===== src/rtl/seg7_pkg.sv =====
// seg7_pkg: segment patterns, BCD codes and FSM states shared by the seg7 scan reader.
package seg7_pkg;
  localparam logic [9:0][6:0] SEG_DIGIT = {
    7'b0000100, 7'b0000000, 7'b0001111, 7'b0100000, 7'b0100100,
    7'b1001100, 7'b0000110, 7'b0010010, 7'b1001111, 7'b0000001
  };
  localparam logic [6:0] SEG_BLANK = 7'b1111111;
  localparam logic [3:0] BCD_INVALID = 4'hE;
  localparam logic [3:0] BCD_BLANK = 4'hF;
  typedef enum logic {COLLECT, HOLD} state_t;
endpackage


===== src/rtl/seg7_to_bcd.sv =====
// seg7_to_bcd: active-low 7-segment pattern to BCD nibble; SEG7_SCAN_READER_BLANK_EN makes all-off legal.
module seg7_to_bcd
  import seg7_pkg::*;
(
  input  logic [6:0] seg,
  output logic [3:0] bcd,
  output logic       err
);
  always_comb begin
    bcd = BCD_INVALID;
    err = 1'b1;
    for (int i = 0; i < 10; i++)
      if (seg == SEG_DIGIT[i]) begin
        bcd = 4'(i);
        err = 1'b0;
      end
`ifdef SEG7_SCAN_READER_BLANK_EN
    if (seg == SEG_BLANK) begin
      bcd = BCD_BLANK;
      err = 1'b0;
    end
`else
`endif
  end
endmodule


===== src/rtl/seg7_scan_reader.sv =====
// seg7_scan_reader: debounced multiplexed 7-seg bus reader delivering BCD frames over valid/ready.
// Optional SEG7_SCAN_READER_BLANK_EN accepts blanked digits (handled in seg7_to_bcd).
module seg7_scan_reader
  import seg7_pkg::*;
#(
  parameter int DIGITS        = 4,
  parameter int STABLE_CYCLES = 4
) (
  input  logic                  i_clk,
  input  logic                  i_rst,
  input  logic [6:0]            i_segments,
  input  logic [DIGITS-1:0]     i_digit_en,
  input  logic                  i_ready,
  output logic                  o_valid,
  output logic [4*DIGITS-1:0]   o_bcd,
  output logic [DIGITS-1:0]     o_err,
  output logic                  o_overrun
);
  logic [DIGITS-1:0]   s_en, p_en, mask, stage_err;
  logic [6:0]          s_seg, p_seg;
  logic [7:0]          cnt, cnt_n;
  logic [4*DIGITS-1:0] stage_bcd;
  logic [3:0]          nib;
  logic                nerr, hot, same, cap, full, hold, load, ovr_n;
  state_t              state, state_n;

  seg7_to_bcd u_dec (.seg(s_seg), .bcd(nib), .err(nerr));

  assign hot  = (s_en != '0) && ((s_en & (s_en - DIGITS'(1))) == '0);
  assign same = {s_en, s_seg} == {p_en, p_seg};
  // Capture fires only on the single edge the counter reaches the threshold.
  assign cap  = hot && same && (cnt == 8'(STABLE_CYCLES - 1));
  assign full = &mask;
  assign hold = state == HOLD;
  assign o_valid = hold;

  always_comb begin
    cnt_n   = (hot && same) ? ((cnt == 8'(STABLE_CYCLES)) ? cnt : cnt + 8'd1) : (hot ? 8'd1 : 8'd0);
    load    = full && (!hold || i_ready);
    state_n = load ? HOLD : ((hold && i_ready) ? COLLECT : state);
    ovr_n   = (hold && i_ready) ? 1'b0 : ((hold && full) ? 1'b1 : o_overrun);
  end

  always_ff @(posedge i_clk or posedge i_rst)
    if (i_rst) state <= COLLECT;
    else state <= state_n;

  always_ff @(posedge i_clk or posedge i_rst)
    if (i_rst) begin
      s_en      <= '0;
      s_seg     <= '0;
      p_en      <= '0;
      p_seg     <= '0;
      cnt       <= '0;
      mask      <= '0;
      stage_bcd <= '0;
      stage_err <= '0;
      o_bcd     <= '0;
      o_err     <= '0;
      o_overrun <= 1'b0;
    end else begin
      s_en      <= i_digit_en;
      s_seg     <= i_segments;
      p_en      <= s_en;
      p_seg     <= s_seg;
      cnt       <= cnt_n;
      o_overrun <= ovr_n;
      // A completed frame is either consumed or dropped, so the mask always restarts.
      mask      <= (full ? '0 : mask) | (cap ? s_en : '0);
      for (int k = 0; k < DIGITS; k++)
        if (cap && s_en[k]) begin
          stage_bcd[4*k +: 4] <= nib;
          stage_err[k]        <= nerr;
        end
      if (load) begin
        o_bcd <= stage_bcd;
        o_err <= stage_err;
      end
    end
endmodule


===== config.mk =====
export PLATFORM = sky130hd
export DESIGN_NAME = seg7_scan_reader
export DESIGN_NICKNAME = d
export VERILOG_FILES = /design/src/rtl/seg7_pkg.sv /design/src/rtl/seg7_to_bcd.sv /design/src/rtl/seg7_scan_reader.sv
export SDC_FILE = /design/constraint.sdc
export NUM_CORES = 1
export LEC_CHECK = 0
export CORE_ASPECT_RATIO = 0.8
export CORE_MARGIN = 2
export CORE_UTILIZATION = 40
export CTS_BUF_LIST = sky130_fd_sc_hd__clkbuf_8
export CTS_CLUSTER_DIAMETER = 100
export CTS_CLUSTER_SIZE = 8
export DETAILED_ROUTE_END_ITERATION = 6
export PLACE_DENSITY = 0.6
export SLEW_MARGIN = 5
export SYNTH_ARGS = -nofsm -noshare
export SYNTH_HDL_FRONTEND = slang
export SYNTH_SLANG_ARGS = --single-unit

===== constraint.sdc =====
create_clock -name i_clk -period 4.4 [get_ports i_clk]
set_input_delay 0.88 -clock i_clk [delete_from_list [all_inputs] [get_ports i_clk]]
set_output_delay 0.88 -clock i_clk [all_outputs]
set_load 0.01 [all_outputs]

==> run_results.csv <==
group,metric,value,unit
run_status,status,"completed",
power,p_sw,0.000282,W
place,hpwl,3.70,mm
yosys,synth_area_leader_cell,"dfrtp_1",
routing,dr.pass1.iters,4,
final_layout,design_area,0.00375,mm2
yosys,synth_ff_type,"dfrtp_1",
setup_path,critical_path_arrival,2.71,ns
floorplan,die_w,103,um
sta,fin_tns_setup,0,ns
power,cellInternalPower,0.000950,W
final_layout,num_antenna_cells,0,
floorplan,std_cell_rows,28,
yosys,synth_top_area_share,60.3,%
clock_tree,clock_latency,0.34,ns
clock_tree,cts_made_buffers,9,
worst_hold_path,hold_end,"mask[3]",
yosys,async_flop_share,100,%
yosys,synth_area_leaders,"dfrtp_1 60%, mux2_2 14%, xnor2_1 3.6%",
floorplan,start_util,41.8,%
sta,skew,0.00833,ns
final_layout,drive_above_1_share,24.7,%
power,p_leak,1.71,nW
power,p_comb_share,4.6,%
global_route,grt.total_usage,14.0,%
routing,wl_met2,2.31,mm
setup_path,reg2reg_depth,5,
setup_path,critPathLaunch,"i_ready",
setup_path,r2r_end,"stage_bcd[9]",
setup_path,endpoint_kind,"flip-flop",
sta,hold_viol,0,
power,vdd.ir_drop.worst,0.000149,V
yosys,synth_fa_ha_area_share,0.794,%
routing,wl_met3,249,um
final_layout,multi_input_area,0.00116,mm2
sta,period_needed,2.48,ns
setup_path,worstPathRequired,4.63,ns
setup_path,crit_fanout,20,
floorplan,dieArea,0.00861,mm2
sta,fin_crit_sh,56.4,%
power,seqPwrFrac,58.9,%
floorplan,core,0.00753,mm2
setup_path,r2r_start,"s_seg[2]",
routing,postRouteAntennaNets,0,
clock_tree,cts_hold_buf,0,
yosys,synthSimpleGateAreaFrac,11.8,%
clock_tree,cts_resized,0,
routing,wl_met1,2.74,mm
yosys,avgSynthCellArea,13.4,um2
yosys,synth_cell_types,38,
yosys,synth_cells,235,
worst_hold_path,hold_path.class,"reg2reg",
setup_path,ff2ff_setup_slack,2.25,ns
worst_hold_path,hold_path_depth,2,
final_layout,nets,290,
routing,totalWireLength,5.34,mm
yosys,synthMuxAreaShare,14.6,%
flow_run,drv_cap,0,
power,p_per_area,329,mW/mm2
final_layout,nFillCells,679,
clock_tree,clockRootBuffer,"clkbuf_8",
yosys,ys_seq_area_share,60.3,%
floorplan,die_h,83.4,um
global_route,grt_start_max_net_pins,46,
routing,drt_iter0_markers,58,
place,post_dp_cell_area,0.00358,mm2
routing,topRoutingLayerUsed,"met4",
yosys,synth_top_family_by_area,"multiplexers",
routing,via_per_inst,4.78,
final_layout,seqCellArea,0.00190,mm2
sta,rsz0062_at_grt,"no",
sta,max_freq,0.403,GHz
routing,num_vias,1834,
clock_tree,h-tree-depth,3,
clock_tree,tritoncts,"built",
sta,tightest_slew,1.15,ns
sta,setup_viol,0,
clock_tree,postCtsSetupBuffers,0,
yosys,syn_nets,251,
clock_tree,cts_num_sinks,76,
worst_hold_path,min-delay-start,"mask[3]",
setup_path,cp-start-kind,"input pin",
yosys,synth.cell_area,0.00315,mm2
floorplan,io_pins,36,
power,clkPwrFrac,36.5,%
yosys,synth_compound_area_share,4.17,%
sta,relSlewSlack,23.1,%
routing,drc,0,
yosys,synth-seq-cells,76,
yosys,ys_top_cells_by_count,"76 x dfrtp_1, 40 x mux2_2, 18 x nand2_1",
yosys,synth_most_common_cell,"dfrtp_1",
final_layout,utilization,49.8,%
setup_path,critPathKind,"in2reg",
global_route,grt_overflow_total,0,
power,switching_share,22.9,%
final_layout,syn_to_final_growth,18.9,%
clock_tree,path_clk_slew,0.07,ns
sta,maxSlewViolCount,0,
global_route,grt_pass1_vias,1830,
yosys,synth-warning-count,0,
global_route,grt_pass1_wl,9.09,mm
power,p_total,0.00123,W
routing,wl_per_cell,13.9,um
yosys,synth_xor_area_share,5.28,%
clock_tree,clockBufferDepth,2,
sta,whs,0.471,ns
place,gp_congestion,0.710,
place,io_buffer_count,35,
global_route,grt_antenna_before_repair,0,
yosys,synth_edf_count,0,
[worst max-delay path by stage]
stage	end	cells past startpoint	slack (ns)
2_1_floorplan	cnt[0]	1	1.58
3_3_place_gp	o_bcd[9]	4	1.53
3_5_place_dp	o_bcd[11]	4	1.53
4_1_cts	o_bcd[11]	4	1.91
5_1_grt	o_bcd[11]	4	1.83
6_report	o_bcd[11]	4	1.92
[power groups by stage]
stage / logic, W / clock network (W) / registers (W)
after global placement: 0.0000574 / 0 / 0.000739
after floorplan: 0.0000485 / 0 / 0.000730
final: 0.0000565 / 0.000450 / 0.000726
after global routing: 0.0000646 / 0.000505 / 0.000728
after CTS: 0.0000584 / 0.000472 / 0.000726
after detailed placement: 0.0000582 / 0 / 0.000740
[cells in the final DEF (no fill, tap or decap), types with 3 or more instances in the layout]
cell	count
xnor2_1	13
nand3_2	4
nand4_1	3
mux2_2	40
a21oi_1	6
nor2_1	13
nand2_1	18
inv_1	6
nand3_1	7
nor3_1	6
xor2_1	6
clkdlybuf4s50_1	35
dfrtp_1	76
clkbuf_8	10
[worst max-delay path, cell delays in order]
cell             delay [ns]
clkdlybuf4s50_1        0.47
inv_1                  0.07
a21oi_2                0.85
mux2_2                 0.43
[state kept, by name (all words and copies together), names as in the netlist]
name	cells
o_bcd	16
o_overrun	1
o_err	4
p_en	4
cnt	8
o_valid	1
s_seg	7
stage_err	4
p_seg	7
mask	4
stage_bcd	16
s_en	4
[layout make-up]
cell class              instances  share of cell area [%]
clock buffers                  10                    3.67
inverters                       5                   0.501
multi-input cells             145                    31.0
flip-flops and latches         76                    50.8
clock inverters                 6                   0.868
well taps                     105                    3.51
repair buffers                 37                    9.75
[kinds of logic after synthesis]
group,after synthesis
flip-flops,76
AND/OR/NAND/NOR,65
multiplexers,41
XOR/XNOR,19
AO/OA/AOI/OAI,18
buffers and inverters,14
adder cells (fa/ha/maj),2
[layer usage]
metal | GRT usage (%) | vias to the layer above
met5 | 0 | -
met2 | 18.9 | 36
li1 | - | 892
met4 | 3.59 | 0
met1 | 20.4 | 900
met3 | 6.06 | 6
[stage by stage]
step | worst slack (ns) | instances
after floorplan | 1.58 | 235
after global placement | 1.53 | 368
after detailed placement | 1.53 | 368
after CTS | 1.91 | 384
after global routing | 1.83 | 384
final | 1.92 | 384
Power figures use the tool's default switching activity.
